$ cat config.mk
export PLATFORM = sky130hd
export DESIGN_NAME = pixel_classifier
export DESIGN_NICKNAME = d
export VERILOG_FILES = /design/src/rtl/pixel_classifier.sv
export SDC_FILE = /design/constraint.sdc
export NUM_CORES = 1
export LEC_CHECK = 0
export CELL_PAD_IN_SITES_DETAIL_PLACEMENT = 1
export CELL_PAD_IN_SITES_GLOBAL_PLACEMENT = 2
export CORE_ASPECT_RATIO = 1.1
export CORE_MARGIN = 2
export CORE_UTILIZATION = 30
export CTS_BUF_LIST = sky130_fd_sc_hd__clkbuf_2
export DETAILED_ROUTE_END_ITERATION = 12
export PLACE_DENSITY = 0.87
export SYNTH_ARGS = -nofsm -noshare
export SYNTH_HDL_FRONTEND = slang
export SYNTH_SLANG_ARGS = --single-unit
$ cat constraint.sdc
create_clock -name clk -period 7 [get_ports clk]
set_input_delay 1.4 -clock clk [delete_from_list [all_inputs] [get_ports clk]]
set_output_delay 1.4 -clock clk [all_outputs]
set_load 0.02 [all_outputs]
$ cat src/rtl/pixel_classifier.sv
// pixel_classifier: three-stage wall/tank/bullet pixel classifier.
// Define PIXEL_CLASSIFIER_BULLET_EN to build in the bullet shadows and hit test.
module pixel_classifier #(
    parameter int TILE_LOG2 = 5,
    parameter int MAP_COLS  = 20,
    parameter int H_ACTIVE  = 640,
    parameter int V_ACTIVE  = 480
) (
    input  logic       clk,
    input  logic       rst_n,
    input  logic       frame_start,
    input  logic       pix_valid,
    input  logic [9:0] pix_x,
    input  logic [9:0] pix_y,
    input  logic [9:0] tank_x,
    input  logic [9:0] tank_y,
    input  logic [2:0] tank_dir_in,
    input  logic [9:0] bullet_x,
    input  logic [9:0] bullet_y,
    input  logic       bullet_active,
    output logic [8:0] map_addr,
    input  logic       map_data,
    output logic [9:0] addr,
    output logic [3:0] category,
    output logic [2:0] tank_direct,
    output logic       out_valid
);

    localparam logic [3:0] CAT_NONE   = 4'd0;
    localparam logic [3:0] CAT_WALL   = 4'd1;
    localparam logic [3:0] CAT_TANK   = 4'd2;
    localparam logic [3:0] CAT_BULLET = 4'd3;

    localparam logic [2:0]  DIR_UP = 3'b010;
    localparam logic [10:0] SPR    = 11'(1 << TILE_LOG2);
    localparam logic [10:0] H_LIM  = 11'(H_ACTIVE);
    localparam logic [10:0] V_LIM  = 11'(V_ACTIVE);
    localparam logic [8:0]  COLS   = 9'(MAP_COLS);

    // Off-screen coordinates behave exactly like a bubble.
    logic vis;
    assign vis = pix_valid
               && ({1'b0, pix_x} < H_LIM)
               && ({1'b0, pix_y} < V_LIM);

    logic [8:0] tile_x;
    logic [8:0] tile_y;
    assign tile_x = 9'(pix_x >> TILE_LOG2);
    assign tile_y = 9'(pix_y >> TILE_LOG2);
    assign map_addr = vis ? (tile_y * COLS + tile_x) : 9'd0;

    // Frame-stable copies of the sprite positions and heading.
    logic [9:0] tank_x_q;
    logic [9:0] tank_y_q;
    logic [2:0] dir_q;

    // Latch tank shadow and heading at vertical blank; 1xx headings are ignored.
    always_ff @(posedge clk or negedge rst_n) begin
        if (!rst_n) begin
            tank_x_q <= '0;
            tank_y_q <= '0;
            dir_q    <= DIR_UP;
        end else if (frame_start) begin
            tank_x_q <= tank_x;
            tank_y_q <= tank_y;
            if (!tank_dir_in[2]) begin
                dir_q <= tank_dir_in;
            end
        end
    end

    // Offsets are formed at 11 bits so a pixel left/above the sprite
    // lands at or above 1024 and can never pass the box test.
    logic [10:0] tdx;
    logic [10:0] tdy;
    logic        tank_hit_d;
    logic [9:0]  addr_d;
    assign tdx = {1'b0, pix_x} - {1'b0, tank_x_q};
    assign tdy = {1'b0, pix_y} - {1'b0, tank_y_q};
    assign tank_hit_d = vis && (tdx < SPR) && (tdy < SPR);
    assign addr_d = tank_hit_d ? 10'((tdy << TILE_LOG2) + tdx) : 10'd0;

    logic bul_hit_s1;

`ifdef PIXEL_CLASSIFIER_BULLET_EN
    logic [9:0]  bul_x_q;
    logic [9:0]  bul_y_q;
    logic        bul_act_q;
    logic [10:0] bdx;
    logic [10:0] bdy;
    logic        bul_hit_d;
    logic        bul_hit_q;

    // Latch bullet shadow at vertical blank.
    always_ff @(posedge clk or negedge rst_n) begin
        if (!rst_n) begin
            bul_x_q   <= '0;
            bul_y_q   <= '0;
            bul_act_q <= 1'b0;
        end else if (frame_start) begin
            bul_x_q   <= bullet_x;
            bul_y_q   <= bullet_y;
            bul_act_q <= bullet_active;
        end
    end

    assign bdx = {1'b0, pix_x} - {1'b0, bul_x_q};
    assign bdy = {1'b0, pix_y} - {1'b0, bul_y_q};
    assign bul_hit_d = vis && bul_act_q
                     && (bdx < 11'd4) && (bdy < 11'd4);

    // Stage 1 bullet hit flag.
    always_ff @(posedge clk or negedge rst_n) begin
        if (!rst_n) begin
            bul_hit_q <= 1'b0;
        end else begin
            bul_hit_q <= bul_hit_d;
        end
    end

    assign bul_hit_s1 = bul_hit_q;
`else
    logic unused_bullet;
    assign unused_bullet = ^{bullet_x, bullet_y, bullet_active};
    assign bul_hit_s1 = 1'b0;
`endif

    // Stage 1: hit flags, sprite ROM address and validity.
    logic       v1_q;
    logic       tank_hit_q;
    logic [9:0] addr_q;

    // Register stage 1 results for the pixel of the current cycle.
    always_ff @(posedge clk or negedge rst_n) begin
        if (!rst_n) begin
            v1_q       <= 1'b0;
            tank_hit_q <= 1'b0;
            addr_q     <= '0;
        end else begin
            v1_q       <= vis;
            tank_hit_q <= tank_hit_d;
            addr_q     <= addr_d;
        end
    end

    // Resolve category by priority; map_data belongs to the stage 1 pixel.
    logic [3:0] cat2_d;
    always_comb begin
        cat2_d = CAT_NONE;
        if (!v1_q) begin
            cat2_d = CAT_NONE;
        end else if (bul_hit_s1) begin
            cat2_d = CAT_BULLET;
        end else if (tank_hit_q) begin
            cat2_d = CAT_TANK;
        end else if (map_data) begin
            cat2_d = CAT_WALL;
        end
    end

    logic       v2_q;
    logic [3:0] cat2_q;
    logic       v3_q;
    logic [3:0] cat3_q;

    // Stages 2 and 3: resolved category, then one more delay to line up
    // with the downstream ROM plus colour register.
    always_ff @(posedge clk or negedge rst_n) begin
        if (!rst_n) begin
            v2_q   <= 1'b0;
            cat2_q <= CAT_NONE;
            v3_q   <= 1'b0;
            cat3_q <= CAT_NONE;
        end else begin
            v2_q   <= v1_q;
            cat2_q <= cat2_d;
            v3_q   <= v2_q;
            cat3_q <= cat2_q;
        end
    end

    assign addr        = addr_q;
    assign category    = cat3_q;
    assign out_valid   = v3_q;
    assign tank_direct = dir_q;

endmodule

==> impl_metrics.yaml <==
cts:
  cts_max_level: 2
  ctsLongestPathBuffers: 2
  cts_made_buffers: 5
  cts_resized: 0
  clk-insertion-delay-late_ns: 0.40
  postCtsSetupBuffers: 0
  cts_sinks: 40
  clkTransAtPathRegs_ns: 0.22
  cts_tree: "yes"
  cts-root-buf: "clkbuf_2"
  cts_hold_buffers: 0
synthesis:
  post-synth-top-count-cell: "dfrtp_1"
  synth-edff-count: 0
  synth.distinct_cells: 51
  yosys_warnings: 0
  ys_seq_area_frac: 0.346
  synth_top_area_frac: 0.337
  synth_seq_cells: 40
  synth-main-ff-cell: "dfrtp_1"
  synth_commonest_cells: "39 x dfrtp_1, 33 x ha_1, 33 x nand2_1"
  synth.area.top_cells: "dfrtp_1 34%, ha_1 14%, o21ai_0 4.8%, nand2_1 4.3%, a21oi_1 3.6%"
  async_flop_share: 1.00
  synth_area_um2: 2900
  syn_inst: 311
  synth.avg_cell_area_um2: 9.32
  yosys.area.top_type: "dfrtp_1"
timing:
  min_period_over_period: 0.820
  setup_viol: 0
  max_freq_ghz: 0.174
  period_needed_ns: 5.74
  slew_violations: 0
  rsz0062_at_grt: "no"
  skew_ns: 0.0107
  worstMarginPinSlew_ns: 1.15
  hold_violations: 0
  setup_tns_ns: 0
  hold_ws_ns: 0.387
  relSlewSlack: 0.235
cells_and_area:
  diodes: 0
  drive_gt1_frac: 0.0632
  final_nets: 486
  area_growth_pct: 29.9
  fill_cells: 1108
power_and_ir_drop:
  p_per_area_nw_per_um2: 182
  combinationalPowerShare: 0.430
  clkPwrFrac: 0.207
  ir_worst_vdd_mv: 0.0758
  power_leakage_uw: 0.00167
  seqPwrFrac: 0.363
  p_switching_uw: 250
  p_int_uw: 436
  switching_share: 0.365
critical_path:
  cp_slowest_cell: "clkdlybuf4s50_1"
  cp_cell_sequence: "clkdlybuf4s50_1 -> ha_1 -> ha_1 -> fa_1 -> xor2_1 -> nand3_1 -> xnor2_1 -> nor4b_1 -> clkdlybuf4s50_1"
  worstPathRequired_ns: 5.60
  end_kind: "primary output"
  worst_path_largest_cell_delay_ns: 0.66
  critPathLaunchType: "input port"
  cp.arrival_ns: 4.34
  worstPathMaxFanout: 5
  crit_type: "in2out"
detailed_routing:
  detail-route-antenna-nets: 0
  wire_per_inst_um: 14.3
  drcViolationCount: 0
  routed_wl_mm: 7.10
  vias_per_cell: 4.95
  drt-initial-drc-count: 68
  first_pass_iters: 4
  num_vias: 2459
status:
  status: "completed"
flow_run:
  timing.max_cap.violations: 0
floorplan:
  fp.dieW_um: 97.7
  num_io_pins: 96
  row_count: 37
  start_util: 0.308
  core_um2: 9400
  die_h_um: 107
  die_area_um2: 10500
grt:
  grt_pass1_wl_mm: 12.4
  antenna_found_initial: 0
  grt_max_degree: 41
  gr-total-overflow: 0
  grt_usage: 0.144
  grt_pass1_vias: 2751
hold_path:
  hold_class: "reg2reg"
place:
  io_buffers: 71
  gp_congestion: 0.802
  dp_hpwl_mm: 5.58
==> cells in the final DEF, fill, tap and decap left out, types with 2 or more instances in the layout <==
cell type,synthesis,final
a21o_1,8,8
a21oi_1,21,21
a311oi_1,2,2
a31oi_1,2,2
and2_1,5,5
clkbuf_2,0,5
clkdlybuf4s50_1,0,70
conb_1,1,3
dfrtp_1,39,39
fa_1,5,5
ha_1,33,33
inv_1,28,28
mux2_2,4,4
nand2_1,33,33
nand3_1,8,8
nand4_1,4,4
nor2_1,12,12
nor2b_1,5,5
nor3_1,2,2
nor4_1,5,5
nor4_2,4,4
o2111ai_1,2,2
o211a_1,2,2
o211ai_1,3,3
o21a_1,4,4
o21ai_0,28,28
o31ai_1,2,2
xnor2_1,9,9
xor2_1,8,8
==> layer usage <==
metal  vias to the layer above  part of all wire  GRT usage
met2                        49              0.52      0.270
met5                         -                 0          0
met1                      1181              0.44      0.171
li1                       1224                 -          -
met3                         5             0.033     0.0215
met4                         0            0.0094     0.0347
==> layout make-up <==
type                            count  area [µm²]  share of cell area
Clock buffer                        5        25.0             0.00665
Clock inverter                      3        42.5              0.0113
Inverter                           28         105              0.0279
Multi-Input combinational cell    232        1730               0.459
Sequential cell                    40        1000               0.266
Tap cell                          117         146              0.0389
Timing Repair Buffer               72         713               0.189
==> worst paths after layout <==
path                        startpoint           to  slack [ns]  depth (start not counted)
max                           pix_y[6]  map_addr[8]        1.26                          9
max in group asynchronous        rst_n      addr[4]        5.38                          1
min in group asynchronous        rst_n  tank_y_q[9]        1.08                          1
min reg2reg                       v2_q    out_valid        0.39                          0
min                               v2_q    out_valid        0.39                          0
max reg2reg                tank_x_q[1]      addr[9]        3.29                         14
==> power groups by stage <==
stage | combinational [µW] | clock (µW) | sequential [µW]
final | 295 | 142 | 249
after global routing | 334 | 158 | 251
after CTS | 300 | 152 | 250
after detailed placement | 295 | 0 | 254
after global placement | 289 | 0 | 253
after floorplan | 207 | 0 | 256
==> cell families (layout without fill, tap and decap cells) <==
kind of cell | Yosys count | in the layout | share of synthesized area
AO/OA/AOI/OAI | 81 | 81 | 0.177
XOR/XNOR | 17 | 17 | 0.0514
adder cells (fa/ha/maj) | 38 | 38 | 0.177
buffers and inverters | 41 | 108 | 0.0600
flip-flops | 40 | 40 | 0.346
multiplexers | 5 | 5 | 0.0190
other | 1 | 3 | 0.00129
AND/OR/NAND/NOR | 88 | 88 | 0.168
==> per-stage QoR <==
stage	setup slack, ns	cells	area [µm²]	total power (µW)	utilization
floorplan	2.19	313	2910	463	-
global placement	1.31	489	3700	542	0.393
detailed placement	1.24	489	3700	549	0.393
CTS	1.22	497	3760	701	0.400
global route	1.03	497	3760	743	0.400
finish	1.26	497	3760	686	0.400
==> flip-flops by register name, indices dropped and copies added, names as in the netlist <==
register	count
cat2_q	2
addr	10
category	2
tank_y_q	10
v1_q	1
out_valid	1
tank_x_q	10
tank_direct	2
v2_q	1
tank_hit_q	1
==> critical path: cells and delay by family <==
family	cells	cell delay, ns
buffers and inverters	2	1.28
AND/OR/NAND/NOR	2	0.39
adder cells (fa/ha/maj)	3	0.89
XOR/XNOR	2	0.38
Note: power is estimated with default switching activity, not from simulation.
